`config.mk`:
```
export PLATFORM = sky130hd
export DESIGN_NAME = key_event_decoder
export DESIGN_NICKNAME = d
export VERILOG_FILES = /design/src/rtl/key_event_decoder.sv
export SDC_FILE = /design/constraint.sdc
export NUM_CORES = 1
export LEC_CHECK = 0
export CORE_AREA = 3 3 89 91
export DETAILED_ROUTE_END_ITERATION = 10
export DIE_AREA = 0 0 92 94
export GPL_TIMING_DRIVEN = 0
export SETUP_SLACK_MARGIN = 0.5
export SLEW_MARGIN = 20
export SYNTH_ARGS = -nofsm -noshare
export SYNTH_HDL_FRONTEND = slang
export SYNTH_SLANG_ARGS = --single-unit
export TNS_END_PERCENT = 1
```
`constraint.sdc`:
```
create_clock -name clk -period 4.2 [get_ports clk]
set_input_delay 1.05 -clock clk [delete_from_list [all_inputs] [get_ports clk]]
set_output_delay 1.05 -clock clk [all_outputs]
set_load 0.01 [all_outputs]
```
`src/rtl/key_event_decoder.sv`:
```
// Turns PS/2 scan-code strobes into press/release events queued in a small FIFO,
// and tracks the held state of the arrow and WASD keys. Define KBD_AUTOREPEAT_FILTER_EN to drop typematic repeats.
module key_event_decoder #(
    parameter int FIFO_DEPTH = 4
) (
    input  logic       clk,
    input  logic       reset_n,
    input  logic       code_valid,
    input  logic [7:0] code,
    input  logic       ext,
    input  logic       back,
    output logic       event_valid,
    input  logic       event_ready,
    output logic [7:0] event_code,
    output logic       event_ext,
    output logic       event_release,
    output logic [7:0] held,
    output logic       fifo_full,
    output logic       overflow
);

    localparam int AW = $clog2(FIFO_DEPTH);
    localparam logic [AW:0] DEPTH_CNT = FIFO_DEPTH[AW:0];

    logic [9:0]    mem [FIFO_DEPTH];
    logic [AW-1:0] rd_ptr;
    logic [AW-1:0] wr_ptr;
    logic [AW:0]   count;

    logic [7:0] hit;
    logic [7:0] held_next;
    logic       qualified;
    logic       push_req;
    logic       push_ok;
    logic       pop;
    logic [9:0] head;

    always_comb begin
        hit    = '0;
        hit[0] = ext  && (code == 8'h75);
        hit[1] = ext  && (code == 8'h72);
        hit[2] = ext  && (code == 8'h6B);
        hit[3] = ext  && (code == 8'h74);
        hit[4] = !ext && (code == 8'h1D);
        hit[5] = !ext && (code == 8'h1C);
        hit[6] = !ext && (code == 8'h1B);
        hit[7] = !ext && (code == 8'h23);

        qualified = code_valid && (code != 8'h00) && (code != 8'hFF);

        held_next = held;
        if (qualified)
            held_next = back ? (held & ~hit) : (held | hit);

`ifdef KBD_AUTOREPEAT_FILTER_EN
        // A make of a tracked key that is already held is a typematic repeat
        push_req = qualified && !(!back && ((hit & held) != '0));
`else
        push_req = qualified;
`endif

        pop     = event_valid && event_ready;
        push_ok = push_req && ((count != DEPTH_CNT) || pop);
    end

    assign head          = mem[rd_ptr];
    assign event_valid   = (count != '0);
    assign event_code    = head[7:0];
    assign event_release = head[8];
    assign event_ext     = head[9];
    assign fifo_full     = (count == DEPTH_CNT);

    always_ff @(posedge clk or negedge reset_n) begin
        if (!reset_n) begin
            for (int unsigned i = 0; i < FIFO_DEPTH; i++)
                mem[i] <= '0;
            rd_ptr   <= '0;
            wr_ptr   <= '0;
            count    <= '0;
            held     <= '0;
            overflow <= 1'b0;
        end else begin
            held <= held_next;
            if (push_ok) begin
                mem[wr_ptr] <= {ext, back, code};
                wr_ptr      <= wr_ptr + 1'b1;
            end
            if (pop)
                rd_ptr <= rd_ptr + 1'b1;
            case ({push_ok, pop})
                2'b10:   count <= count + 1'b1;
                2'b01:   count <= count - 1'b1;
                default: count <= count;
            endcase
            if (push_req && !push_ok)
                overflow <= 1'b1;
        end
    end

endmodule

```
**Word-level counts from Yosys, hierarchy flattened**

Index checks and enable logic that the tools add are counted.

- Word-level logic and storage cells: 62
- Register bits: 56

- $add $sub $neg: 4
- Multiplexer cells: 8
- Reductions and logical operators: 20
- Equal/unequal tests: 13
- $lt $le $gt $ge: 3
- Bitwise logic cells: 5

Operators by type and width:

| cell | count |
|---|---|
| $bwmux 40 | 1 |
| $eq 8x7->1 const B | 4 |
| $mux 10 | 3 |
| $eq 8x5->1 const B | 3 |
| $bmux 10 s2 | 1 |
| $demux 10 s2 | 1 |
| $logic_and 1x1->1 | 14 |
| $and 8x8->8 | 1 |
| $eq 8x6->1 const B | 1 |
| $mux 8 | 1 |
| $ne 8x8->1 const B | 1 |
| $not 8->8 | 1 |
| $or 8x8->8 | 1 |
| $reduce_bool 8->1 | 1 |
| $ge 3x3->1 const B | 2 |
| $not 2->3 | 2 |
| $pmux 3 s2 | 1 |
| $add 2x1->2 const B | 2 |
| $add 3x1->3 const B | 1 |
| $eq 3x3->1 const B | 1 |
| $lt 3x1->1 const B | 1 |
| $ne 3x3->1 const B | 1 |
| $reduce_bool 3->1 | 1 |
| $sub 3x1->3 const B | 1 |
| other kinds (5) | 6 |

**Depth between registers and ports, before layout**

- Depth after elaboration: 6
- Mapped depth: 11

**Worst setup path before layout**

OpenSTA, ideal clock, no wires.

- Path kind: input to register
- Start: input event_ready
- End: register count[2]
- Required time: 4.121 ns
- Library setup time: 0.079 ns
- Slack: 1.324 ns
- Stages on the path: 10
- Arrival: 2.796 ns
- Path buffers: 0
- Cells stage by stage: or4b_4 > o211ai_4 > nor2_1 > inv_1 > ha_1 > inv_1 > fa_1 > xor2_1 > nor2_1 > xor2_1

- Cells in the longest elaborated chain, start to end: 5
- Elaborated cells on any way between the ends: 7

RTL lines:

| element | line | RTL |
|---|---|---|
| from (decl) | 13 | `input logic event_ready,` |
| $logic_and 1x1->1 (*) | 62 | `pop = event_valid && event_ready;` |
| $logic_or 1x1->1 | 63 | `push_ok = push_req && ((count != DEPTH_CNT) \|\| pop);` |
| $logic_and 1x1->1 | 63 |  |
| $eq 2x1->1 or $eq 2x2->1 (tied branches) | 90 | `case ({push_ok, pop})` |
| $pmux 3 s2 or $reduce_bool 2->1 (tied branches) | - |  |
| to (signal assigned) | 91 | `2'b10: count <= count + 1'b1;` |
| to (signal assigned) | 92 | `2'b01: count <= count - 1'b1;` |
| to (signal assigned) | 93 | `default: count <= count;` |
| to (decl) | 28 | `logic [AW:0] count;` |

Every way passes the cells marked *; elsewhere a longest branch is shown, timed or not.
A chain may end at the register's enable or synchronous reset.

**Worst setup path in the final report**

- Start: input code[5]
- End: register count[2]

- Cells in the longest elaborated chain, start to end: 6
- Elaborated cells on any way between the ends: 9

RTL lines:

| element | line | RTL |
|---|---|---|
| from (decl) | 9 | `input logic [7:0] code,` |
| $reduce_bool 8->1 | 49 | `qualified = code_valid && (code != 8'h00) && (code != 8'hFF);` |
| $logic_and 1x1->1 | 49 |  |
| $logic_and 1x1->1 (*) | 49 |  |
| $logic_and 1x1->1 (*) | 63 |  |
| $eq 2x1->1 or $eq 2x2->1 (tied branches) | 90 |  |
| $pmux 3 s2 or $reduce_bool 2->1 (tied branches) | - |  |

Marks and branches as above.

==> metrics.md <==
| Metric | Value |
|---|---|
| First-pass GRT wire length | 9450 um |
| Via density | 4.93 |
| Post-Synth Simple-Gate Area | 0.0894 |
| HPWL Detailed | 3780 um |
| Yosys cell types | 34 |
| Final period utilization | 0.789 |
| Critical Path Sink Type | register |
| Final hold vios | 0 |
| Synth area leaders | dfrtp_1 49%, mux2_4 21%, mux4_2 7.9%, ha_1 2.2%, mux2i_1 2.1% |
| Synth top area share | 0.489 |
| Status | completed |
| Leakage | 1.56 nW |
| Least-Margin Pin Slew | 0.665 ns |
| Diodes inserted | 0 |
| Remaining Overflow, GRT | 0 |
| Pre-CTS setup slack | 0.564 ns |
| Fillcell total | 684 |
| Yosys top cell by area | dfrtp_1 |
| Reg2reg path depth | 10 |
| Worst Path Class, Setup | input pin to register |
| # rows | 31 |
| Main synth FF type | dfrtp_1 |
| DIE HEIGHT | 94 um |
| Final instance area | 3440 um2 |
| Vias post-DR | 1642 |
| Synth Register Bits | 56 |
| Die X-Extent | 92 um |
| Hold Startpoint | overflow |
| Metal3 WL | 163 um |
| Data arrival, critical path | 3.55 ns |
| Power Density | 699 nW/um2 |
| Max Fclk | 302 MHz |
| Largest net degree at the start of global routing | 31 |
| Final worst slack | 0.886 ns |
| Largest family of logic cells by synthesized area | multiplexers |
| Initial core utilization | 0.398 |
| Post-Layout Cell Count | 333 |
| DRC violations left | 0 |
| Top-count cell post-synth | dfrtp_1 |
| CTS Hold Bufs | 0 |
| Worst vdd ir | 0.223 mV |
| Multiplexer share of the synthesized area | 0.313 |
| RD Place Congestion | 0.706 |
| CTS max path bufs | 2 |
| Worst Hold Endpoint | overflow |
| H-tree depth | 2 |
| Setup repair bufs after CTS | 0 |
| Top sig layer | met4 |
| Syn_nets | 211 |
| Clock buffer count from CTS | 5 |
| Metal-1 WL | 2840 um |
| Xor/xnor share of the synthesized area | 0.0183 |
| Vias in the first global route | 1817 |
| CTS tree | done |
| Mapped cell area | 2870 um2 |
| Req. time, crit path | 4.44 ns |
| Routed wl met2 | 2480 um |
| Hold Path Depth | 1 |
| CTS root buf | clkbuf_8 |
| Worst-skew pair later-pin latency | 0.31 ns |
| Final min period | 3.31 ns |
| Syn. warnings | 0 |
| Placed Area | 3350 um2 |
| Critical R2R Launch | count[0] |
| Final Net Count | 253 |
| Post-Synth Adder-Cell Area | 0.0288 |
| Detail Route Antenna Nets | 0 |
| Post-synth top cells | 56 x dfrtp_1, 40 x mux2_4, 12 x inv_1, 10 x mux4_2, 7 x nor2_1 |
| WHS | 0.479 ns |
| Clk slew on worst S/H paths | 0.10 ns |
| Flop-to-flop setup slack | 1.80 ns |
| Crit start category | input pin |
| Syn Area/Cell | 15.0 um2 |
| Fin Setup TNS | 0 ns |
| Synth Area in Compound Gates | 0.0223 |
| Area of the multi-input gates | 1350 um2 |
| Cts repair resizes | 0 |
| GRT Resource Usage Total | 0.141 |
| Iter 0 DRT Violations | 46 |
| Worst Hold Class | register to register |
| Clock Skews | 0.00699 ns |
| Core Util, Final | 0.477 |
| Clk sinks | 56 |
| Synth-to-layout area growth | 20.1% |
| Pre-Repair DR Iteration Count | 4 |
| Sequential Area | 1400 um2 |
| Ratio of cells with drive above 1 in the final layout | 0.325 |
| Register area share after synthesis | 0.489 |
| Die area | 8650 um2 |
| Final wirelength | 5510 um |
| IO buf count | 34 |
| Post-synth ARST share | 1.00 |
| Total of max-cap violations | 0 |
| Setup violations, final | 0 |
| RSZ-0062 raised after global routing | false |
| Worst-path fanout max | 9 |
| Initial antenna violation count | 0 |
| Total I/O pin count | 35 |
| Dpl cells | 325 |
| RR Endpoint | count[2] |
| Post-DR wirelength/cell | 16.6 um |
| Core Area | 7210 um2 |
| Total Power | 2.41 mW |
| Final Slew Violations | 0 |
| EDFF count, synth | 0 |
| Post-Synthesis Cells | 191 |
| Max_slew headroom | 0.557 |
==> how the worst max path moves through the flow <==
stage / from / endpoint / depth (start not counted)
after global routing: code[2] / count[2] / 12
after detailed placement: code[4] / count[2] / 11
after CTS: code[4] / count[2] / 11
final: code[5] / count[2] / 11
after global placement: reset_n / async pin / 1
after floorplan: event_ready / count[2] / 10
==> area by class of cell <==
type	instances	share of cell area
Timing Repair Buffer	35	0.104
Clock inverter	3	0.00727
Clock buffer	5	0.0200
Multi-Input combinational cell	114	0.393
Sequential cell	56	0.407
Tap cell	99	0.0360
Inverter	12	0.0131
Buffer	9	0.0200
==> critical path: stages <==
cell and delay, ns:
clkdlybuf4s50_1 0.68, nand4_1 0.27, o211ai_4 0.33, nor2_1 0.12, inv_1 0.07, ha_1 0.19
inv_1 0.06, fa_1 0.37, xor2_1 0.15, nor2_1 0.11, xor2_1 0.15
==> cells by family (layout without fill, tap and decap cells) <==
| logic type | count (synthesis) | in the layout |
|---|---|---|
| and+or+nand+nor | 38 | 38 |
| DFF | 56 | 56 |
| xor gates and xnor gates | 6 | 6 |
| adders and majority gates | 6 | 6 |
| muxes | 57 | 57 |
| AOI/OAI and AO/OA | 7 | 7 |
| buffers and inverters | 21 | 64 |
==> layer usage <==
layer  vias to the layer above  GRT usage
met5                         -          0
met2                        32      0.213
met4                         0     0.0371
met1                       841      0.208
met3                         2     0.0288
li1                        767          -
==> cells in the final DEF (no fill, tap or decap) <==
master / Yosys / routed
a21o_1: 1 / 1
a41o_1: 1 / 1
and2_1: 1 / 1
and3_1: 2 / 2
and3b_1: 1 / 1
and4b_1: 2 / 2
buf_12: 0 / 1
buf_2: 4 / 4
buf_4: 0 / 1
buf_6: 4 / 4
clkbuf_1: 1 / 1
clkbuf_8: 0 / 5
clkdlybuf4s50_1: 0 / 33
clkinvlp_4: 0 / 1
dfrtp_1: 56 / 56
fa_1: 1 / 1
ha_1: 5 / 5
inv_1: 12 / 12
inv_6: 0 / 2
mux2_2: 1 / 1
mux2_4: 40 / 40
mux2i_1: 6 / 6
mux4_2: 10 / 10
nand2_1: 4 / 4
nand2b_1: 1 / 1
nand3_1: 3 / 3
nand4_1: 3 / 3
nand4b_1: 1 / 1
nor2_1: 7 / 7
nor2b_1: 4 / 4
nor3b_2: 4 / 4
nor4_1: 2 / 2
nor4bb_1: 1 / 1
o211ai_4: 1 / 1
o21ai_0: 2 / 2
o31ai_1: 2 / 2
or3_2: 1 / 1
or4b_4: 1 / 1
xnor2_1: 3 / 3
xor2_1: 3 / 3
==> power breakdown <==
part / internal (mW) / switching (mW) / leakage [nW]
Sequential: 0.781 / 0.142 / 0.652
Combinational: 0.777 / 0.396 / 0.859
Clock: 0.122 / 0.190 / 0.0452
(Power assumes the default switching activity.)
